`src/rtl/out_uart_reporter.sv`:
```
// out_uart_reporter: prints each strobed out_val as two ASCII hex characters on an 8N1 UART line.
// Build option: define OUT_REPORT_CRLF_EN to append CR LF to every report.
package arch_defs_pkg;
    localparam int unsigned DATA_WIDTH = 8;
endpackage

module out_uart_reporter
    import arch_defs_pkg::*;
#(
    parameter int unsigned CLK_FREQ_HZ = 100_000_000,
    parameter int unsigned BAUD_RATE   = 115_200
) (
    input  logic                  clk,
    input  logic                  reset,
    input  logic [DATA_WIDTH-1:0] out_val,
    input  logic                  out_strobe,
    output logic                  uart_tx,
    output logic                  busy,
    output logic                  overrun
);

    localparam int unsigned DIV = CLK_FREQ_HZ / BAUD_RATE;
    localparam int unsigned CW  = (DIV > 1) ? $clog2(DIV) : 1;
`ifdef OUT_REPORT_CRLF_EN
    localparam int unsigned NCHARS = 4;
`else
    localparam int unsigned NCHARS = 2;
`endif
    localparam int unsigned IW = $clog2(NCHARS);
    localparam logic [CW-1:0] BAUD_LAST = CW'(DIV - 1);
    localparam logic [IW-1:0] CHAR_LAST = IW'(NCHARS - 1);

    generate
        if (DIV < 2) begin : g_div_check
            $fatal(1, "out_uart_reporter: CLK_FREQ_HZ/BAUD_RATE must be at least 2");
        end
    endgenerate

    typedef enum logic [1:0] {
        S_IDLE,
        S_START,
        S_DATA,
        S_STOP
    } state_t;

    state_t                r_state, w_state_nxt;
    logic [CW-1:0]         r_baud_cnt, w_baud_nxt;
    logic [2:0]            r_bit_idx, w_bit_nxt;
    logic [IW-1:0]         r_char_idx, w_char_nxt;
    logic [DATA_WIDTH-1:0] r_cur_val, w_cur_nxt;
    logic [DATA_WIDTH-1:0] r_pend_val, w_pend_val_nxt;
    logic                  r_pend_valid, w_pend_valid_nxt;
    logic                  r_overrun, w_overrun_nxt;
    logic                  r_tx, w_tx_nxt;
    logic                  w_bit_end;
    logic                  w_report_end;
    logic                  w_strobe_starts;
    logic [7:0]            w_char_byte;

    function automatic logic [7:0] f_hex(input logic [3:0] n);
        return (n < 4'd10) ? (8'h30 + {4'b0000, n}) : (8'h37 + {4'b0000, n});
    endfunction

    function automatic logic [7:0] f_char(input logic [DATA_WIDTH-1:0] val,
                                          input logic [IW-1:0]         idx);
        logic [7:0] c;
        c = f_hex(val[7:4]);
        if (idx == IW'(1)) c = f_hex(val[3:0]);
`ifdef OUT_REPORT_CRLF_EN
        else if (idx == IW'(2)) c = 8'h0D;
        else if (idx == IW'(3)) c = 8'h0A;
`endif
        return c;
    endfunction

    always_comb begin
        w_state_nxt      = r_state;
        w_baud_nxt       = r_baud_cnt;
        w_bit_nxt        = r_bit_idx;
        w_char_nxt       = r_char_idx;
        w_cur_nxt        = r_cur_val;
        w_pend_val_nxt   = r_pend_val;
        w_pend_valid_nxt = r_pend_valid;
        w_overrun_nxt    = r_overrun;
        w_strobe_starts  = 1'b0;
        w_bit_end        = (r_baud_cnt == BAUD_LAST);
        w_report_end     = (r_state == S_STOP) && w_bit_end && (r_char_idx == CHAR_LAST);

        case (r_state)
            S_IDLE: begin
                if (out_strobe) begin
                    w_strobe_starts = 1'b1;
                    w_cur_nxt       = out_val;
                    w_char_nxt      = '0;
                    w_baud_nxt      = '0;
                    w_state_nxt     = S_START;
                end
            end
            S_START: begin
                if (w_bit_end) begin
                    w_baud_nxt  = '0;
                    w_bit_nxt   = '0;
                    w_state_nxt = S_DATA;
                end else begin
                    w_baud_nxt = r_baud_cnt + CW'(1);
                end
            end
            S_DATA: begin
                if (w_bit_end) begin
                    w_baud_nxt = '0;
                    if (r_bit_idx == 3'd7) w_state_nxt = S_STOP;
                    else                   w_bit_nxt   = r_bit_idx + 3'd1;
                end else begin
                    w_baud_nxt = r_baud_cnt + CW'(1);
                end
            end
            S_STOP: begin
                if (w_bit_end) begin
                    w_baud_nxt = '0;
                    if (r_char_idx != CHAR_LAST) begin
                        w_char_nxt  = r_char_idx + IW'(1);
                        w_state_nxt = S_START;
                    end else if (r_pend_valid) begin
                        w_cur_nxt        = r_pend_val;
                        w_pend_valid_nxt = 1'b0;
                        w_char_nxt       = '0;
                        w_state_nxt      = S_START;
                    end else if (out_strobe) begin
                        w_strobe_starts = 1'b1;
                        w_cur_nxt       = out_val;
                        w_char_nxt      = '0;
                        w_state_nxt     = S_START;
                    end else begin
                        w_char_nxt  = '0;
                        w_state_nxt = S_IDLE;
                    end
                end else begin
                    w_baud_nxt = r_baud_cnt + CW'(1);
                end
            end
            default: w_state_nxt = S_IDLE;
        endcase

        // A strobe landing as pending drains refills the slot without counting as overrun.
        if (out_strobe && !w_strobe_starts) begin
            if (r_pend_valid && !w_report_end) w_overrun_nxt = 1'b1;
            w_pend_val_nxt   = out_val;
            w_pend_valid_nxt = 1'b1;
        end

        w_char_byte = f_char(w_cur_nxt, w_char_nxt);
        case (w_state_nxt)
            S_START: w_tx_nxt = 1'b0;
            S_DATA:  w_tx_nxt = w_char_byte[w_bit_nxt];
            default: w_tx_nxt = 1'b1;
        endcase
    end

    always_ff @(posedge clk or negedge reset) begin
        if (!reset) begin
            r_state      <= S_IDLE;
            r_baud_cnt   <= '0;
            r_bit_idx    <= '0;
            r_char_idx   <= '0;
            r_cur_val    <= '0;
            r_pend_val   <= '0;
            r_pend_valid <= 1'b0;
            r_overrun    <= 1'b0;
            r_tx         <= 1'b1;
        end else begin
            r_state      <= w_state_nxt;
            r_baud_cnt   <= w_baud_nxt;
            r_bit_idx    <= w_bit_nxt;
            r_char_idx   <= w_char_nxt;
            r_cur_val    <= w_cur_nxt;
            r_pend_val   <= w_pend_val_nxt;
            r_pend_valid <= w_pend_valid_nxt;
            r_overrun    <= w_overrun_nxt;
            r_tx         <= w_tx_nxt;
        end
    end

    assign uart_tx = r_tx;
    assign busy    = (r_state != S_IDLE);
    assign overrun = r_overrun;

endmodule
```
`config.mk`:
```
export PLATFORM = sky130hd
export DESIGN_NAME = out_uart_reporter
export DESIGN_NICKNAME = d
export VERILOG_FILES = /design/src/rtl/out_uart_reporter.sv
export SDC_FILE = /design/constraint.sdc
export NUM_CORES = 1
export LEC_CHECK = 0
export ABC_AREA = 1
export BUFFER_PORTS_ARGS = -buffer_cell sky130_fd_sc_hd__buf_2
export CORE_ASPECT_RATIO = 0.9
export CORE_MARGIN = 2
export CORE_UTILIZATION = 55
export CTS_CLUSTER_SIZE = 24
export DETAILED_ROUTE_END_ITERATION = 8
export PLACE_DENSITY = 0.85
export SYNTH_ARGS = -nofsm -noshare
export SYNTH_HDL_FRONTEND = slang
export SYNTH_SLANG_ARGS = --single-unit
export TNS_END_PERCENT = 30
```
`constraint.sdc`:
```
create_clock -name clk -period 2.77 [get_ports clk]
set_clock_uncertainty 0.1 [all_clocks]
set_input_delay 0.554 -clock clk [delete_from_list [all_inputs] [get_ports clk]]
set_output_delay 0.554 -clock clk [all_outputs]
set_load 0.005 [all_outputs]
```
==> results of run 1 <==
==> logic make-up (layout without fill, tap and decap cells) <==
| group | count (synthesis) | count (layout) | synth area share, % |
|---|---|---|---|
| xor gates and xnor gates | 2 | 2 | 0.661 |
| DFF | 35 | 35 | 33.1 |
| adders and majority gates | 9 | 9 | 4.25 |
| buffers and inverters | 64 | 92 | 9.68 |
| AOI/OAI and AO/OA | 53 | 53 | 12.3 |
| muxes | 1 | 1 | 0.378 |
| and+or+nand+nor | 217 | 217 | 39.7 |
==> final timing paths <==
check / endpoint / cells after the start / startpoint
max in group asynchronous: r_baud_cnt[5] / 1 / reset
max reg2reg: uart_tx / 19 / r_baud_cnt[5]
min reg2reg: r_pend_val[2] / 2 / r_pend_val[2]
max: uart_tx / 19 / r_baud_cnt[5]
min: r_pend_val[7] / 1 / reset
min in group clk: r_pend_val[3] / 3 / out_val[3]
==> cell usage in the layout (no fill, tap or decap), drive strengths merged, types with 2 or more instances in the layout <==
| master | instances |
|---|---|
| nand2 | 130 |
| inv | 55 |
| nand3 | 36 |
| dfrtp | 34 |
| nor2 | 31 |
| buf | 29 |
| a21oi | 26 |
| o21ai | 15 |
| ha | 9 |
| nand4 | 8 |
| clkbuf | 7 |
| nor3 | 6 |
| nand3b | 4 |
| o21bai | 2 |
| xor2 | 2 |
==> cell type report <==
cell class              instances  area share [%]
clock inverters                 1           0.168
well taps                      62            2.61
multi-input cells             282            52.0
repair buffers                 29            6.23
clock buffers                   7            2.57
inverters                      55            6.94
flip-flops and latches         35            29.5
==> registers in the layout (all words and copies together) (netlist names) <==
signal / cells
r_bit_idx: 3
uart_tx: 1
r_char_idx: 1
r_baud_cnt: 10
overrun: 1
r_cur_val: 8
r_pend_val: 8
r_state: 2
r_pend_valid: 1
==> through the flow <==
stage | setup TNS (ns) | instance area [µm²]
global route | -0.0349 | 2970
detailed placement | 0 | 2830
global placement | 0 | 2830
finish | 0 | 2970
CTS | 0 | 2910
floorplan | 0 | 2650
==> worst reg2reg max path: cells and delay by family, from the launching register on <==
family	cells	cell delay, ns
AOI/OAI and AO/OA	2	0.37
adders and majority gates	1	0.22
and+or+nand+nor	12	1.05
buffers and inverters	4	0.35
DFF	1	0.44
==> report_power, final <==
part / internal [µW] / leakage, µW / total [µW] / switching [µW]
logic: 586 / 0.00102 / 1620 / 1040
clock network: 177 / 0.0000422 / 367 / 190
registers: 671 / 0.000440 / 778 / 108
==> layer usage <==
layer	GRT usage, %	up-vias	share of wire (%)
met4	9.92	0	1.9
met3	5.68	20	6.9
met5	0	-	0
met1	35.7	1225	45
met2	40.2	97	46
li1	-	1277	-
==> repair_timing <==
item | 4_1_cts | 5_1_grt
endpoints found under the setup margin | 0 | 1
buffers inserted | 0 | 5
gates resized for setup | 0 | 9
endpoints found under the hold margin | 0 | 0
==> results.md, run 1 <==
* Status: complete, no violations
* Port buffer count at 13
* Post-Route WL at 6730 µm
* Layout Nets at 428
* Area Overhead vs Synth at 12.2%
* Cell Pwr Density at 930 nW/µm²
* CTS tree: done
* Slowest stage delay, CP at 0.44 ns
* Floorplan row count at 23
* Total grt overflow at 0
* Post-DR vias/cell at 5.56
* Crit-path max FO at 4
* Final Hold Vio Count at 0
* Routed vias at 2619
* CTS H-tree lvls at 2
* Core box area at 4550 µm²
* Final worst-path setup slack at 0.203 ns
* Max Root-Sink Buffers at 2
* CP startpoint kind: flip-flop
* Final period util at 92.7%
* Commonest cells post-synth: nand2_1 (108), inv_1 (44), dfrtp_1 (34)
* Inst Count DP at 458
* Tmin final at 2.57 ns
* Reg2reg setup slack at 0.20 ns
* Clk_lat worst skew at 0.30 ns
* Most area-hungry cell type in the Yosys netlist: dfrtp_1
* Register area share after synthesis at 33.1%
* Final ANT Viol Nets at 0
* Yosys warning total at 0
* CP Capture Type: flip-flop
* Die Wd at 77.2 µm
* DRC at 0
* Max Cap Viol at 0
* Total track usage at 26.0%
* Routed wire per std cell at 14.3 µm
* First-pass GRT wire length at 11300 µm
* Synthesized area at 2650 µm²
* Share of post-route cells with drive strength above 1 at 22.7%
* Final Max Tran Viols at 0
* Ys flop type: dfrtp_1
* Die ar. at 5390 µm²
* Worst Max-Slew Pin Slew at 0.807 ns
* Peak supply drop at 728 µV
* Crit path buffers/inverters at 4
* Initial DRC count at 259
* Number of global-route vias before repair at 2509
* Post-synth EDFFs at 0
* Cells along the critical path: nand2_2, inv_1, nand3b_1, nor2_4, buf_4, nand2_2, nand2_1, o21ai_2, inv_2, ha_1, inv_1, nand3_1, nand4_1, nand2_1, nand2_1, nand2_1, nand3_1, nand3_1, a21oi_2
* Top-area cell type share of the netlist area at 32.1%
* Core Util, Final at 65.4%
* Synth top area cells: dfrtp_1 (32%), nand2_1 (15%), inv_1 (6.2%), nand3_1 (6.0%), a21oi_1 (4.3%)
* I/O pin count at 14
* Async S/R FF share, synth at 100%
* Initial Util at 58.3%
* Count leader, synth: nand2_1
* Register bit total from synthesis at 35
* Die height at 69.9 µm
* Average size of a mapped cell at 6.96 µm²
* Static Leakage at 0.00150 µW
* Fmax at 0.390 GHz
* Antenna violations before repair at 0
* CP max stage cell: dfrtp_2
* WHS at 0.238 ns
* CTS Hold Buffers Added at 0
* Total CTS buffers at 5
* Multi-input gate area at 1550 µm²
* DP Worst Slack at 0.130 ns
* CP most frequent cell: nand2_1
* Syn_nets at 401
* Clock root cell: clkbuf_8
* ANT cells at 0
* Largest net degree at the start of global routing at 36
* Detailed placement HPWL at 4990 µm
* WS Path Type: flip-flop to flip-flop
* Synth unique cells at 42
* Synth Instances at 381
* Crit path DAT at 2.70 ns
* Fill cell count at 403
* Clock sinks at 35
* Worst Hold Class: input port to async pin
* Slew HR at 46.2%
* Layout Cells excl Fill at 471
* Drt pass-1 iters at 6
* Power, Total at 2770 µW
* Top Family by Delay on Critical Path: simple AND/OR/NAND/NOR gates
* Register area at 878 µm²
* Final setup violation count at 0
* Gpl congestion at 1.01
* Clock-pin slew on the worst setup and hold paths at 0.08 ns
* CP required at 2.90 ns
Power figures use the tool's default switching activity.
==> inputs of run 2 (changes only) <==
--- a/config.mk
+++ b/config.mk
@@ -12,7 +12,7 @@
 export CORE_UTILIZATION = 55
 export CTS_CLUSTER_SIZE = 24
 export DETAILED_ROUTE_END_ITERATION = 8
-export PLACE_DENSITY = 0.85
+export PLACE_DENSITY_LB_ADDON = 0.3
 export SYNTH_ARGS = -nofsm -noshare
 export SYNTH_HDL_FRONTEND = slang
 export SYNTH_SLANG_ARGS = --single-unit
==> results.md, run 2 (synthesized netlist as in run 1, its figures left out) <==
* Status: complete, no violations
* CTS Hold Buffers Added at 0 (unchanged)
* WS Path Type: flip-flop to flip-flop
* Post-CTS setup buffer count at 0 (unchanged)
* Crit path DAT at 2.70 ns (about the same)
* Peak supply drop at 624 µV (-14%)
* Post_cts resized at 0 (unchanged)
* Total CTS buffers at 5 (unchanged)
* Largest regs: r_baud_cnt (10), r_cur_val (8), r_pend_val (8)
* Clock sinks at 35 (unchanged)
* DRC at 0 (unchanged)
* Cell Pwr Density at 952 nW/µm² (+2.4%)
* Max Cap Viol at 0 (unchanged)
* Floorplan row count at 23 (unchanged)
* Die Wd at 77.2 µm (unchanged)
* Detailed placement HPWL at 4830 µm (-3.3%)
* Routed wire per std cell at 13.5 µm (-5.5%)
* Final Max Tran Viols at 0 (unchanged)
* Total track usage at 25.1% (-0.94 points)
* Final period util at 92.7% (about the same)
* Most frequent cells in the layout: nand2_1 (108), inv_1 (44), dfrtp_1 (34)
* CTS H-tree lvls at 2 (unchanged)
* Clk_lat worst skew at 0.30 ns (about the same)
* Commonest non-fill, non-tap cell in the layout: nand2_1
* Die ar. at 5390 µm² (unchanged)
* Initial Util at 58.3% (unchanged)
* Initial DRC count at 213 (-18%)
* Worst Max-Slew Pin Slew at 0.788 ns (-0.0197 ns)
* Core box area at 4550 µm² (unchanged)
* Antenna violations before repair at 0 (unchanged)
* CP startpoint kind: flip-flop
* Worst Hold Class: input port to async pin
* Inst Count DP at 459 (+0.22%)
* Layout Cells excl Fill at 467 (-0.85%)
* RSZ-0062 raised after global routing: false
* CP required at 2.90 ns (about the same)
* CP Capture Type: flip-flop
* Share of post-route cells with drive strength above 1 at 21.0% (-1.8 points)
* I/O pin count at 14 (unchanged)
* Clock-pin slew on the worst setup and hold paths at 0.08 ns (about the same)
* Fmax at 0.389 GHz (about the same)
* Static Leakage at 0.00151 µW (about the same)
* Final setup violation count at 0 (unchanged)
* Largest net degree at the start of global routing at 36 (unchanged)
* Tmin final at 2.57 ns (+0.00135 ns)
* CTS tree: done
* Clock root cell: clkbuf_8
* Routed vias at 2525 (-3.6%)
* Gpl congestion at 0.922 (-8.7%)
* Number of flip-flops in the largest register at 10 (unchanged)
* Top reg by flops: r_baud_cnt
* Post-DR vias/cell at 5.41 (-2.8%)
* Post-Route WL at 6310 µm (-6.3%)
* First-pass GRT wire length at 10800 µm (-4.1%)
* Number of global-route vias before repair at 2350 (-6.3%)
* Total grt overflow at 0 (unchanged)
* Drt pass-1 iters at 5 (-1)
* Layout Nets at 424 (-0.93%)
* Slew HR at 47.5% (+1.3 points)
* Post-route setup TNS at 0 ns (unchanged)
* Crit-path max FO at 7 (+3)
* ANT cells at 0 (unchanged)
* Die height at 69.9 µm (unchanged)
* Area Overhead vs Synth at 11.1%
* Port buffer count at 13 (unchanged)
* Final ANT Viol Nets at 0 (unchanged)
* Max Root-Sink Buffers at 2 (unchanged)
* Final Hold Vio Count at 0 (unchanged)
==> run 2: cell types whose count changed in the layout (fill, tap and decap cells not counted) <==
cell and delta:
bufinv_16 +1, nor2_2 +3, a21oi_2 -1, buf_4 -4, ha_1 +3, a21oi_1 +1
dfrtp_1 +1, dfrtp_2 -1, nand2_2 -1, clkbuf_1 -2, ha_2 -3, clkinv_4 +1
nor2_4 -3, nand2_1 +1
==> run 2: final cells by class <==
type	count	area, µm²
Clock buffer	5	68.8
Clock inverter	3	43.8
Fill cell	429	1600
Inverter	55	206
Multi-Input combinational cell	282	1520
Sequential cell	35	877
Tap cell	62	77.6
Timing Repair Buffer	25	155
==> run 2: power by group <==
| group | leakage [µW] | switching [µW] | internal (µW) |
|---|---|---|---|
| Clock | 0.0000581 | 204 | 268 |
| Combinational | 0.00101 | 999 | 565 |
| Sequential | 0.000441 | 98.9 | 670 |
| Total | 0.00151 | 1300 | 1500 |
==> run 2: worst max-delay path, cell delays in order, from the launching register on <==
cell	delay, ns
dfrtp_1	0.36
ha_1	0.22
nand2_1	0.08
nor2_2	0.16
nand3_4	0.16
a21oi_1	0.16
nand2_1	0.08
a22oi_2	0.18
inv_2	0.06
ha_1	0.21
nand3_1	0.11
nand3_1	0.11
nand2_1	0.10
nand3_1	0.07
nand2_1	0.07
nand3_1	0.06
nand2_1	0.06
inv_1	0.04
a21oi_2	0.12
==> run 2: metrics by stage <==
step / setup WS [ns] / power (µW) / instance area [µm²] / utilization (%) / hold WS (ns)
after detailed placement: 0.180 / 2320 / 2830 / 62.3 / 0.357
after global routing: 0.0174 / 3040 / 2950 / 64.8 / 0.311
after floorplan: 0.249 / 1950 / 2650 / - / 0.158
after CTS: 0.226 / 2800 / 2950 / 64.8 / 0.270
final: 0.201 / 2800 / 2950 / 64.8 / 0.232
after global placement: 0.234 / 2290 / 2830 / 62.3 / 0.359
==> run 2: path summary, 6_finish.rpt <==
kind                                    start             to  slack [ns]  cells after the start
worst max-delay path            r_baud_cnt[1]        uart_tx        0.20                     18
worst min-delay path                    reset   r_cur_val[4]        0.23                      1
worst max register to register  r_baud_cnt[1]        uart_tx        0.20                     18
worst min register to register  r_pend_val[3]  r_pend_val[3]        0.38                      2
max in group asynchronous               reset   r_bit_idx[0]        1.83                      1
min in group clk                r_pend_val[3]  r_pend_val[3]        0.38                      2
==> run 2: routing by layer <==
metal | vias to the layer above | global-route usage (%) | part of all wire, %
li1 | 1267 | - | -
met1 | 1169 | 35.7 | 49
met2 | 78 | 39.0 | 44
met3 | 11 | 4.26 | 5.8
met4 | 0 | 7.54 | 1.4
met5 | - | 0 | 0
